--- src/rtl/ram_burst_ctrl.sv ---
// Burst controller that turns write/read burst commands into single-port RAM cycles.
// Optional power-up zero fill of the whole RAM is enabled by defining RAM_CLEAR_EN.
module ram_burst_ctrl #(
  parameter int ADDRESS_SIZE = 10,
  parameter int DATA_SIZE    = 10,
  parameter int MEMORY_SIZE  = 1024
) (
  input  logic                    clk,
  input  logic                    rst,
  input  logic                    cmd_valid,
  output logic                    cmd_ready,
  input  logic                    cmd_write,
  input  logic [ADDRESS_SIZE-1:0] cmd_addr,
  input  logic [ADDRESS_SIZE-1:0] cmd_len,
  input  logic                    wr_valid,
  output logic                    wr_ready,
  input  logic [DATA_SIZE-1:0]    wr_data,
  output logic                    rd_valid,
  input  logic                    rd_ready,
  output logic [DATA_SIZE-1:0]    rd_data,
  output logic                    busy,
  output logic [ADDRESS_SIZE-1:0] ram_address,
  output logic [DATA_SIZE-1:0]    ram_data_in,
  output logic                    ram_write,
  output logic                    ram_chip_select,
  input  logic [DATA_SIZE-1:0]    ram_data_out
);

`ifdef RAM_CLEAR_EN
  typedef enum logic [1:0] {IDLE = 2'd0, CLEAR = 2'd1, WRITE = 2'd2, READ = 2'd3} state_t;
  localparam state_t RESET_STATE = CLEAR;
`else
  typedef enum logic [1:0] {IDLE = 2'd0, WRITE = 2'd2, READ = 2'd3} state_t;
  localparam state_t RESET_STATE = IDLE;
`endif

  localparam logic [ADDRESS_SIZE-1:0] LAST_ADDR = ADDRESS_SIZE'(MEMORY_SIZE - 1);

  state_t                  state_q, state_d;
  logic [ADDRESS_SIZE-1:0] ptr_q, ptr_d;
  logic [ADDRESS_SIZE-1:0] cnt_q, cnt_d;
  logic                    beat_s;

  // Pointer advance wraps at the configured memory depth, not at the address width.
  function automatic logic [ADDRESS_SIZE-1:0] wrap_inc(input logic [ADDRESS_SIZE-1:0] p);
    if (p == LAST_ADDR) begin
      return '0;
    end else begin
      return p + ADDRESS_SIZE'(1);
    end
  endfunction

  // State, pointer and beat counter registers.
  always_ff @(posedge clk) begin
    if (rst) begin
      state_q <= RESET_STATE;
      ptr_q   <= '0;
      cnt_q   <= '0;
    end else begin
      state_q <= state_d;
      ptr_q   <= ptr_d;
      cnt_q   <= cnt_d;
    end
  end

  // Next-state and handshake/RAM outputs; every handshake is masked while rst is high.
  always_comb begin
    state_d         = state_q;
    ptr_d           = ptr_q;
    cnt_d           = cnt_q;
    beat_s          = 1'b0;
    cmd_ready       = 1'b0;
    wr_ready        = 1'b0;
    rd_valid        = 1'b0;
    rd_data         = '0;
    ram_write       = 1'b0;
    ram_data_in     = '0;
    ram_address     = ptr_q;
    busy            = (state_q != IDLE);
    ram_chip_select = (state_q != IDLE);

    case (state_q)
      IDLE: begin
        cmd_ready = !rst;
        if (cmd_valid && !rst) begin
          ptr_d   = cmd_addr;
          cnt_d   = cmd_len;
          state_d = cmd_write ? WRITE : READ;
        end else begin
          state_d = IDLE;
        end
      end
`ifdef RAM_CLEAR_EN
      CLEAR: begin
        ram_write = !rst;
        ptr_d     = wrap_inc(ptr_q);
        if (ptr_q == LAST_ADDR) begin
          state_d = IDLE;
        end else begin
          state_d = CLEAR;
        end
      end
`endif
      WRITE: begin
        wr_ready = !rst;
        beat_s   = wr_valid && !rst;
        if (beat_s) begin
          ram_write   = 1'b1;
          ram_data_in = wr_data;
        end else begin
          ram_write   = 1'b0;
        end
      end
      READ: begin
        rd_valid = !rst;
        rd_data  = ram_data_out;
        beat_s   = rd_ready && !rst;
      end
      default: begin
        state_d = IDLE;
      end
    endcase

    // cnt holds beats remaining after the current one, so zero marks the last beat.
    if (beat_s) begin
      ptr_d = wrap_inc(ptr_q);
      cnt_d = cnt_q - ADDRESS_SIZE'(1);
      if (cnt_q == '0) begin
        state_d = IDLE;
      end else begin
        state_d = state_q;
      end
    end else begin
      beat_s = 1'b0;
    end
  end

endmodule
--- config.mk ---
export PLATFORM = sky130hd
export DESIGN_NAME = ram_burst_ctrl
export DESIGN_NICKNAME = d
export VERILOG_FILES = /design/src/rtl/ram_burst_ctrl.sv
export SDC_FILE = /design/constraint.sdc
export NUM_CORES = 1
export LEC_CHECK = 0
export BUFFER_PORTS_ARGS = -buffer_cell sky130_fd_sc_hd__buf_2
export CORE_UTILIZATION = 40
export CTS_CLUSTER_SIZE = 8
export DETAILED_ROUTE_END_ITERATION = 16
export PLACE_DENSITY = 0.73
export SKIP_CTS_REPAIR_TIMING = 1
export SLEW_MARGIN = 40
export SYNTH_ARGS = -nofsm -noshare
export SYNTH_HDL_FRONTEND = slang
export SYNTH_SLANG_ARGS = --single-unit
export TNS_END_PERCENT = 20
--- constraint.sdc ---
create_clock -name clk -period 2.05 [get_ports clk]
set_input_delay 0.41 -clock clk [delete_from_list [all_inputs] [get_ports clk]]
set_output_delay 0.41 -clock clk [all_outputs]
set_load 0.01 [all_outputs]
==> results.py, run 1 <==
metrics = {
    "run_status": {
        "status": "completed",
    },
    "worst_setup_path": {
        "path_class": "reg2out",
        "crit_path_max_fanout": 16,
        "cp-endpoint": "cmd_ready",
        "r2r_end": "ram_address[0]",
        "crit_required_ns": 1.64,
        "rr_worst_depth": 6,
        "startpoint": "state_q[0]",
        "critical_path_arrival_ns": 1.39,
        "r2r_slack_ns": 0.37,
        "start_kind": "flip-flop",
        "cp-end-kind": "primary output",
        "r2r-start": "ram_address[0]",
    },
    "yosys": {
        "ys_ff_latch": 22,
        "mappedNetlistArea_um2": 1500,
        "async_flop_share_pct": 0,
        "synthAdderAreaFrac_pct": 1.67,
        "yosysSeqAreaShare_pct": 29.4,
        "yosysUniqueCellTypes": 56,
        "netlist.area_leader.share_pct": 29.4,
        "synth.most_common_cell": "dfxtp_1",
        "synth_ff_type": "dfxtp_1",
        "yosys.area_share.simple_pct": 33.5,
        "yosysWarningCount": 0,
        "syn_inst": 189,
        "synthMuxAreaShare_pct": 3.25,
        "synth_top_family_by_area": "simple AND/OR/NAND/NOR gates",
        "ys_top_cells_by_count": "22 x dfxtp_1, 20 x and3_1, 18 x nand2_1",
        "syn_avg_cell_area_um2": 7.94,
        "synth_edf_count": 0,
        "yosys.area.top_type": "dfxtp_1",
        "synth_compound_area_share_pct": 24.3,
        "yosys-top-cells-area": "dfxtp_1 29%, and3_1 8.3%, nand2_1 4.5%",
        "synthesis.nets": 237,
        "synth-xor-area-share_pct": 1.75,
    },
    "sta": {
        "report.final.slew_viol_count": 0,
        "setup_slack_ns": 0.248,
        "min_period_over_period_pct": 87.9,
        "slew_headroom_pct": 70.1,
        "period_minus_slack_ns": 1.80,
        "grt_setup_unrepaired": "no",
        "worst_clock_skew_ns": 0.00801,
        "hold_viol_final": 0,
        "fmax_mhz": 555,
        "setup_viol": 0,
        "tns_ns": 0,
        "worst_pin_slew_ns": 0.446,
    },
    "routing": {
        "drtPass1Iterations": 4,
        "vias": 1781,
        "wl_mm": 4.43,
        "routed_via_density": 5.58,
        "wl_per_cell_um": 13.9,
        "drc_errors": 0,
        "drt_iter0_markers": 78,
        "drtAntennaViolNets": 0,
    },
    "layout": {
        "drive_gt1_share_pct": 38.8,
        "final_cell_count_no_fill": 319,
        "syn2layout_area_growth_pct": 35.6,
        "num_antenna_cells": 0,
        "fin_nets": 322,
    },
    "cts": {
        "cts_tree": "yes",
        "clockBufferDepth": 2,
        "insertion_delay_ns": 0.27,
        "cts-buffers-inserted": 3,
        "path_clk_slew_ns": 0.08,
        "cts-htree-levels": 1,
        "root_buffer": "clkbuf_8",
        "cts_sinks": 22,
    },
    "floorplanning": {
        "fp.dieW_um": 63.2,
        "num_io_pins": 82,
        "start_util_pct": 43.3,
        "core_area_um2": 3470,
        "die_y_um": 63.2,
        "rows": 21,
        "die-area_um2": 4000,
    },
    "global_routing": {
        "grt_start_max_net_pins": 17,
        "grt_pass1_vias": 1589,
        "antenna_found_initial": 0,
        "grt_overflow": 0,
        "grt_pass1_wl_mm": 7.20,
        "grt_usage_pct": 22.3,
    },
    "power_and_ir_drop": {
        "vdd_drop_max_mv": 0.322,
        "power_mw": 1.24,
        "power.leakage_nw": 1.02,
        "p_per_area_nw_per_um2": 611,
    },
    "hold_path": {
        "hp-class": "in2reg",
    },
    "place": {
        "gp_congestion": 0.842,
        "dp_slack_ns": 0.244,
        "post-dp-hpwl_mm": 3.28,
        "numPortBuffers": 81,
        "placed_cells": 315,
    },
    "flow_run": {
        "cap_violations": 0,
    },
}
[power by group]
group          internal [mW]  switching, mW  leakage, nW
combinational          0.178          0.208        0.809
clock                  0.171          0.149       0.0288
sequential             0.474         0.0635        0.181
total                  0.823          0.421         1.02
[worst min path at each step]
| stage | start | to | slack [ns] | depth (start not counted) |
|---|---|---|---|---|
| after floorplan | cnt_q[7] | cnt_q[7] | 0.44 | 2 |
| after global placement | cnt_q[7] | cnt_q[7] | 0.45 | 2 |
| after detailed placement | cnt_q[7] | cnt_q[7] | 0.46 | 2 |
| after CTS | cmd_write | state_q[0] | 0.32 | 2 |
| after global routing | cmd_write | state_q[0] | 0.33 | 2 |
| final | cmd_write | state_q[0] | 0.33 | 2 |
[flip-flops by register name, summed over array words and instances (netlist names)]
register,cells
cnt_q,10
ram_address,10
state_q,2
[cell type report]
| class | instances | area (µm²) |
|---|---|---|
| inverters | 5 | 18.8 |
| multi-input cells | 149 | 967 |
| flip-flops and latches | 22 | 440 |
| repair buffers | 93 | 495 |
| fillers | 338 | 1430 |
| well taps | 46 | 57.6 |
| clock buffers | 4 | 55.1 |
[routing by layer]
layer  track usage (%)  wire [µm]  vias to the layer above
li1                  -          -                      890
met2              36.8       2000                       84
met5                 0          0                        -
met4              7.67         61                        0
met1              29.5       2050                      801
met3              3.08        325                        6
[logic make-up after synthesis]
kind of cell | Yosys count
DFF | 22
adders and majority gates | 2
xor gates and xnor gates | 3
and+or+nand+nor | 89
buffers and inverters | 18
muxes | 4
AOI/OAI and AO/OA | 51
[stage by stage]
stage / util, % / instance area, µm² / hold WS [ns]
4_1_cts: 58.7 / 2030 / 0.320
3_5_place_dp: 57.1 / 1980 / 0.463
3_3_place_gp: 57.1 / 1980 / 0.450
2_1_floorplan: - / 1500 / 0.440
5_1_grt: 58.7 / 2030 / 0.326
6_report: 58.7 / 2030 / 0.326
[cells in the final DEF (no fill, tap or decap), types with 3 or more instances in the layout]
cell,instances
buf_2,81
dfxtp_1,22
and3_1,20
nand2_1,18
nor2_1,13
buf_4,12
a31oi_1,8
nand3_1,7
o21ai_1,6
a21oi_1,5
nand4_1,5
a311oi_1,5
inv_1,4
or3_1,4
clkbuf_8,4
and2_1,3
xor2_1,3
o21ai_0,3
nor4_1,3
o221ai_1,3
[worst max-delay path, stage by stage (launching register included)]
cell and delay [ns]:
dfxtp_1 0.38, buf_4 0.21, or2_2 0.32, nor2_1 0.08
buf_2 0.13
Note: power is estimated with default switching activity, not from simulation.
==> inputs of run 2 (changes only) <==
--- a/config.mk
+++ b/config.mk
@@ -10,6 +10,7 @@
 export CTS_CLUSTER_SIZE = 8
 export DETAILED_ROUTE_END_ITERATION = 16
 export PLACE_DENSITY = 0.73
+export SETUP_SLACK_MARGIN = 0.3
 export SKIP_CTS_REPAIR_TIMING = 1
 export SLEW_MARGIN = 40
 export SYNTH_ARGS = -nofsm -noshare
==> run 2 against run 1 <==
Effect of this change:
- critical path depth rose by 2
- register-to-register slack barely moved
- sequential share of layout area fell by 0.43 points
- clock power fell by 3%
- non-clock buffer count rose by 6
- via count rose by 2.1%
- largest cell class unchanged
==> results.py, run 2 (synthesized netlist as in run 1, its figures left out) <==
metrics = {
    "worst_setup_path": {
        "cp-endpoint": "ram_address[6]",
        "start_kind": "flip-flop",
        "rr_worst_depth": 6,
        "r2r_end": "ram_address[6]",
        "max_stage_delay_ns": 0.38,
        "crit_path_top_delay_cell": "dfxtp_4",
        "critical_path_arrival_ns": 1.85,
        "startpoint": "state_q[0]",
        "critical_path.cell_chain": "buf_4 -> mux2_4 -> nand3_2 -> buf_4 -> nor2_1 -> a311oi_1",
        "cpMostUsedCell": "buf_4",
        "path_class": "reg2reg",
        "cp-end-kind": "flip-flop",
        "crit_required_ns": 2.21,
        "crit_path_max_fanout": 9,
        "r2r_slack_ns": 0.36,
        "r2r-start": "state_q[0]",
    },
    "sta": {
        "tns_ns": 0,
        "report.final.slew_viol_count": 0,
        "period_minus_slack_ns": 1.69,
        "min_period_over_period_pct": 82.5,
        "slew_headroom_pct": 70.5,
        "hold_viol_final": 0,
        "fmax_mhz": 591,
        "setup_viol": 0,
        "grt_setup_unrepaired": "yes",
        "worst_clock_skew_ns": 0.00617,
        "worst_pin_slew_ns": 0.439,
    },
    "routing": {
        "drtAntennaViolNets": 0,
        "routed_via_density": 5.60,
        "wl_met2_mm": 1.90,
        "wl_per_cell_um": 13.2,
        "wl_met3_um": 398,
        "drtPass1Iterations": 4,
        "drt_iter0_markers": 69,
        "top_layer": "met4",
        "wl_mm": 4.29,
        "drc_errors": 0,
        "wl_met1_mm": 1.95,
        "vias": 1819,
    },
    "place": {
        "gp_congestion": 0.844,
        "numPortBuffers": 81,
        "post-dp-hpwl_mm": 3.17,
        "placed_cells": 314,
    },
    "floorplanning": {
        "rows": 21,
        "num_io_pins": 82,
        "start_util_pct": 43.3,
        "die_y_um": 63.2,
        "fp.dieW_um": 63.2,
        "die-area_um2": 4000,
        "core_area_um2": 3470,
    },
    "global_routing": {
        "grt_pass1_vias": 1521,
        "antenna_found_initial": 0,
        "grt_pass1_wl_mm": 6.81,
        "grt_start_max_net_pins": 16,
        "grt_overflow": 0,
        "grt_usage_pct": 20.8,
    },
    "cts": {
        "cts_sinks": 22,
        "root_buffer": "clkbuf_8",
        "cts-buffers-inserted": 3,
        "path_clk_slew_ns": 0.08,
        "insertion_delay_ns": 0.26,
        "cts-htree-levels": 1,
        "clockBufferDepth": 2,
        "cts_tree": "yes",
    },
    "hold_path": {
        "hp-class": "in2reg",
        "min-delay-start": "cmd_write",
    },
    "layout": {
        "ff_latch_area_um2": 448,
        "n_fill_cell": 339,
        "drive_gt1_share_pct": 41.6,
        "final_cell_mix": "80 x buf_2, 20 x and3_1, 20 x dfxtp_1",
        "syn2layout_area_growth_pct": 40.7,
        "fin_nets": 328,
        "mostFrequentLayoutCell": "buf_2",
        "multiInputGateArea_um2": 985,
        "num_antenna_cells": 0,
        "final_cell_count_no_fill": 325,
    },
    "flow_run": {
        "cap_violations": 0,
    },
    "power_and_ir_drop": {
        "vdd_drop_max_mv": 0.397,
        "p_per_area_nw_per_um2": 597,
        "power.leakage_nw": 1.06,
    },
    "run_status": {
        "status": "completed",
    },
}
[run 2: area by class of cell]
cell class | count | area share, %
multi-input combinational | 149 | 46.7
timing repair buffer | 99 | 25.9
sequential | 22 | 21.2
tap | 46 | 2.73
clock buffer | 4 | 2.61
inverter | 5 | 0.889
[run 2: how the worst min path moves through the flow]
stage	slack, ns	cells past startpoint	to
2_1_floorplan	0.44	2	cnt_q[7]
3_3_place_gp	0.45	2	cnt_q[7]
3_5_place_dp	0.46	2	cnt_q[7]
4_1_cts	0.33	2	state_q[0]
5_1_grt	0.34	2	state_q[0]
6_report	0.32	2	state_q[0]
[run 2: routing by layer]
| metal | global-route usage (%) | vias up |
|---|---|---|
| met3 | 4.17 | 7 |
| met1 | 28.0 | 815 |
| met4 | 5.68 | 0 |
| li1 | - | 907 |
| met2 | 33.5 | 90 |
| met5 | 0 | - |
[run 2: stage by stage]
stage	utilization, %	worst slack, ns	cell area, µm²	power, mW	hold slack, ns
final	60.9	0.359	2110	1.26	0.323
after global routing	60.9	0.268	2110	1.35	0.335
after CTS	58.5	0.175	2030	1.24	0.330
after detailed placement	56.9	0.247	1970	0.931	0.458
after global placement	56.9	0.261	1970	0.926	0.452
after floorplan	-	0.315	1500	0.781	0.440
[run 2: worst max-delay path: cells and delay by family, from the launching register on]
kind | cells | cell delay [ns]
buffers and inverters | 2 | 0.32
AND/OR/NAND/NOR | 2 | 0.24
AO/OA/AOI/OAI | 1 | 0.32
flip-flops | 1 | 0.38
multiplexers | 1 | 0.33
[run 2: power by group]
part           switching (mW)  internal, mW
clock network           0.139         0.171
logic                   0.215         0.201
registers              0.0595         0.475
==> inputs of run 3 (changes only) <==
==> constraint.sdc (replaced) <==
create_clock -name clk -period 1.6 [get_ports clk]
set_input_delay 0.32 -clock clk [delete_from_list [all_inputs] [get_ports clk]]
set_output_delay 0.32 -clock clk [all_outputs]
set_load 0.01 [all_outputs]
==> run 3 against run 2 <==
Effect of this change:
- the run now ends with negative setup slack left
- hold slack lost 0.045 ns
- register-to-register slack worse by 0.30 ns
- power up 40%
- clock skew shrank 0.0027 ns
- design area grew 16%
- cell count increased by 4.0%
- critical endpoint is now cmd_ready
==> results.py, run 3 (synthesized netlist as in run 1, its figures left out) <==
metrics = {
    "run_status": {
        "status": "finished with violations",
        "failed_checks": "negative setup slack",
    },
    "global_routing": {
        "grt_overflow": 0,
        "grt_pass1_vias": 1588,
        "grt_usage_pct": 22.9,
        "antenna_found_initial": 0,
        "grt_pass1_wl_mm": 7.29,
        "grt_start_max_net_pins": 14,
    },
    "power_and_ir_drop": {
        "p_switching_mw": 0.601,
        "intPower_mw": 1.16,
        "vdd_drop_max_mv": 0.671,
        "power.leakage_nw": 1.14,
        "power_mw": 1.76,
        "switching_share_pct": 34.1,
        "p_per_area_nw_per_um2": 717,
        "p_seq_share_pct": 39.2,
        "pwr-share-comb_pct": 37.6,
        "clockPowerShare_pct": 23.2,
    },
    "worst_setup_path": {
        "cp-end-kind": "primary output",
        "crit_required_ns": 1.28,
        "rr_worst_depth": 4,
        "r2r-start": "state_q[1]",
        "crit_path_max_fanout": 11,
        "start_kind": "flip-flop",
        "critical_path_arrival_ns": 1.30,
        "r2r_end": "ram_address[5]",
        "path_class": "reg2out",
        "r2r_slack_ns": 0.06,
    },
    "sta": {
        "setup_slack_ns": -0.0249,
        "report.final.slew_viol_count": 0,
        "setup_viol": 1,
        "min_period_over_period_pct": 102,
        "worst_clock_skew_ns": 0.00344,
        "worst_pin_slew_ns": 0.426,
        "hold_ws_ns": 0.278,
        "grt_setup_unrepaired": "yes",
        "fmax_mhz": 615,
        "hold_viol_final": 0,
        "period_minus_slack_ns": 1.62,
        "slew_headroom_pct": 71.3,
        "tns_ns": -0.0249,
    },
    "routing": {
        "wl_per_cell_um": 14.4,
        "wl_met1_mm": 2.22,
        "top_layer": "met4",
        "vias": 1871,
        "drtPass1Iterations": 4,
        "routed_via_density": 5.54,
        "wl_met3_um": 292,
        "drt_iter0_markers": 91,
        "wl_met2_mm": 2.30,
        "wl_mm": 4.86,
        "drtAntennaViolNets": 0,
        "drc_errors": 0,
    },
    "cts": {
        "insertion_delay_ns": 0.27,
        "cts_tree": "yes",
        "clockBufferDepth": 2,
        "cts-buffers-inserted": 3,
        "root_buffer": "clkbuf_8",
        "cts-htree-levels": 1,
        "path_clk_slew_ns": 0.08,
        "cts_sinks": 22,
    },
    "floorplanning": {
        "start_util_pct": 43.3,
        "fp.dieW_um": 63.2,
        "die-area_um2": 4000,
        "die_y_um": 63.2,
        "num_io_pins": 82,
        "rows": 21,
        "core_area_um2": 3470,
    },
    "flow_run": {
        "cap_violations": 0,
    },
    "layout": {
        "num_antenna_cells": 0,
        "syn2layout_area_growth_pct": 63.9,
        "final_cell_count_no_fill": 338,
        "drive_gt1_share_pct": 54.1,
        "stdcell_area_um2": 2460,
        "final_cell_mix": "73 x buf_2, 24 x buf_4, 18 x dfxtp_1",
        "n_fill_cell": 273,
        "mostFrequentLayoutCell": "buf_2",
        "fin_nets": 341,
    },
    "hold_path": {
        "hold_depth": 2,
        "hp-class": "in2reg",
        "whs_endpoint": "state_q[0]",
        "min-delay-start": "cmd_write",
    },
    "place": {
        "numPortBuffers": 81,
        "post-dp-hpwl_mm": 3.38,
        "placed_cells": 327,
        "gp_congestion": 0.866,
        "dpl_cell_area_um2": 2160,
    },
}
run 3: cell count changes in the layout (fill, tap and decap cells not counted), sizes merged:
| cell | delta |
|---|---|
| buf | +12 |
| nor2 | +1 |
run 3: critical path, cell delays in order (launching register included):
cell	delay, ns
dfxtp_4	0.39
buf_6	0.14
or2_4	0.24
nor2_1	0.11
buf_2	0.16
run 3: per-stage QoR:
| step | setup slack, ns | utilization [%] |
|---|---|---|
| 6_report | -0.0249 | 70.9 |
| 2_1_floorplan | 0.191 | - |
| 3_5_place_dp | -0.0339 | 62.3 |
| 5_1_grt | -0.0834 | 70.9 |
| 3_3_place_gp | -0.00604 | 62.3 |
| 4_1_cts | -0.262 | 63.9 |
run 3: layer usage:
| layer | up-vias | global-route usage [%] |
|---|---|---|
| li1 | 931 | - |
| met1 | 851 | 30.5 |
| met4 | 0 | 7.67 |
| met2 | 85 | 37.2 |
| met5 | - | 0 |
| met3 | 4 | 3.80 |
run 3: power by group through the flow:
stage	registers, mW	logic [mW]	clock network (mW)
finish	0.691	0.662	0.409
global route	0.701	0.727	0.432
CTS	0.684	0.565	0.416
detailed placement	0.697	0.563	0
global placement	0.695	0.555	0
floorplan	0.695	0.340	0
run 3: layout make-up:
type	instances	area, µm²	share of cell area (%)
Clock buffer	4	55.1	2.24
Inverter	5	18.8	0.763
Multi-Input combinational cell	150	1150	46.9
Sequential cell	22	453	18.4
Tap cell	46	57.6	2.34
Timing Repair Buffer	111	721	29.3
run 3: how the worst max path moves through the flow:
stage | from | end | slack (ns) | cells past startpoint
final | state_q[1] | cmd_ready | -0.02 | 4
after detailed placement | state_q[1] | ram_address[9] | -0.03 | 4
after global routing | state_q[0] | cmd_ready | -0.08 | 4
after floorplan | rst | cnt_q[4] | 0.19 | 5
after CTS | state_q[1] | ram_data_in[2] | -0.26 | 4
after global placement | rst | ram_address[9] | -0.006 | 5
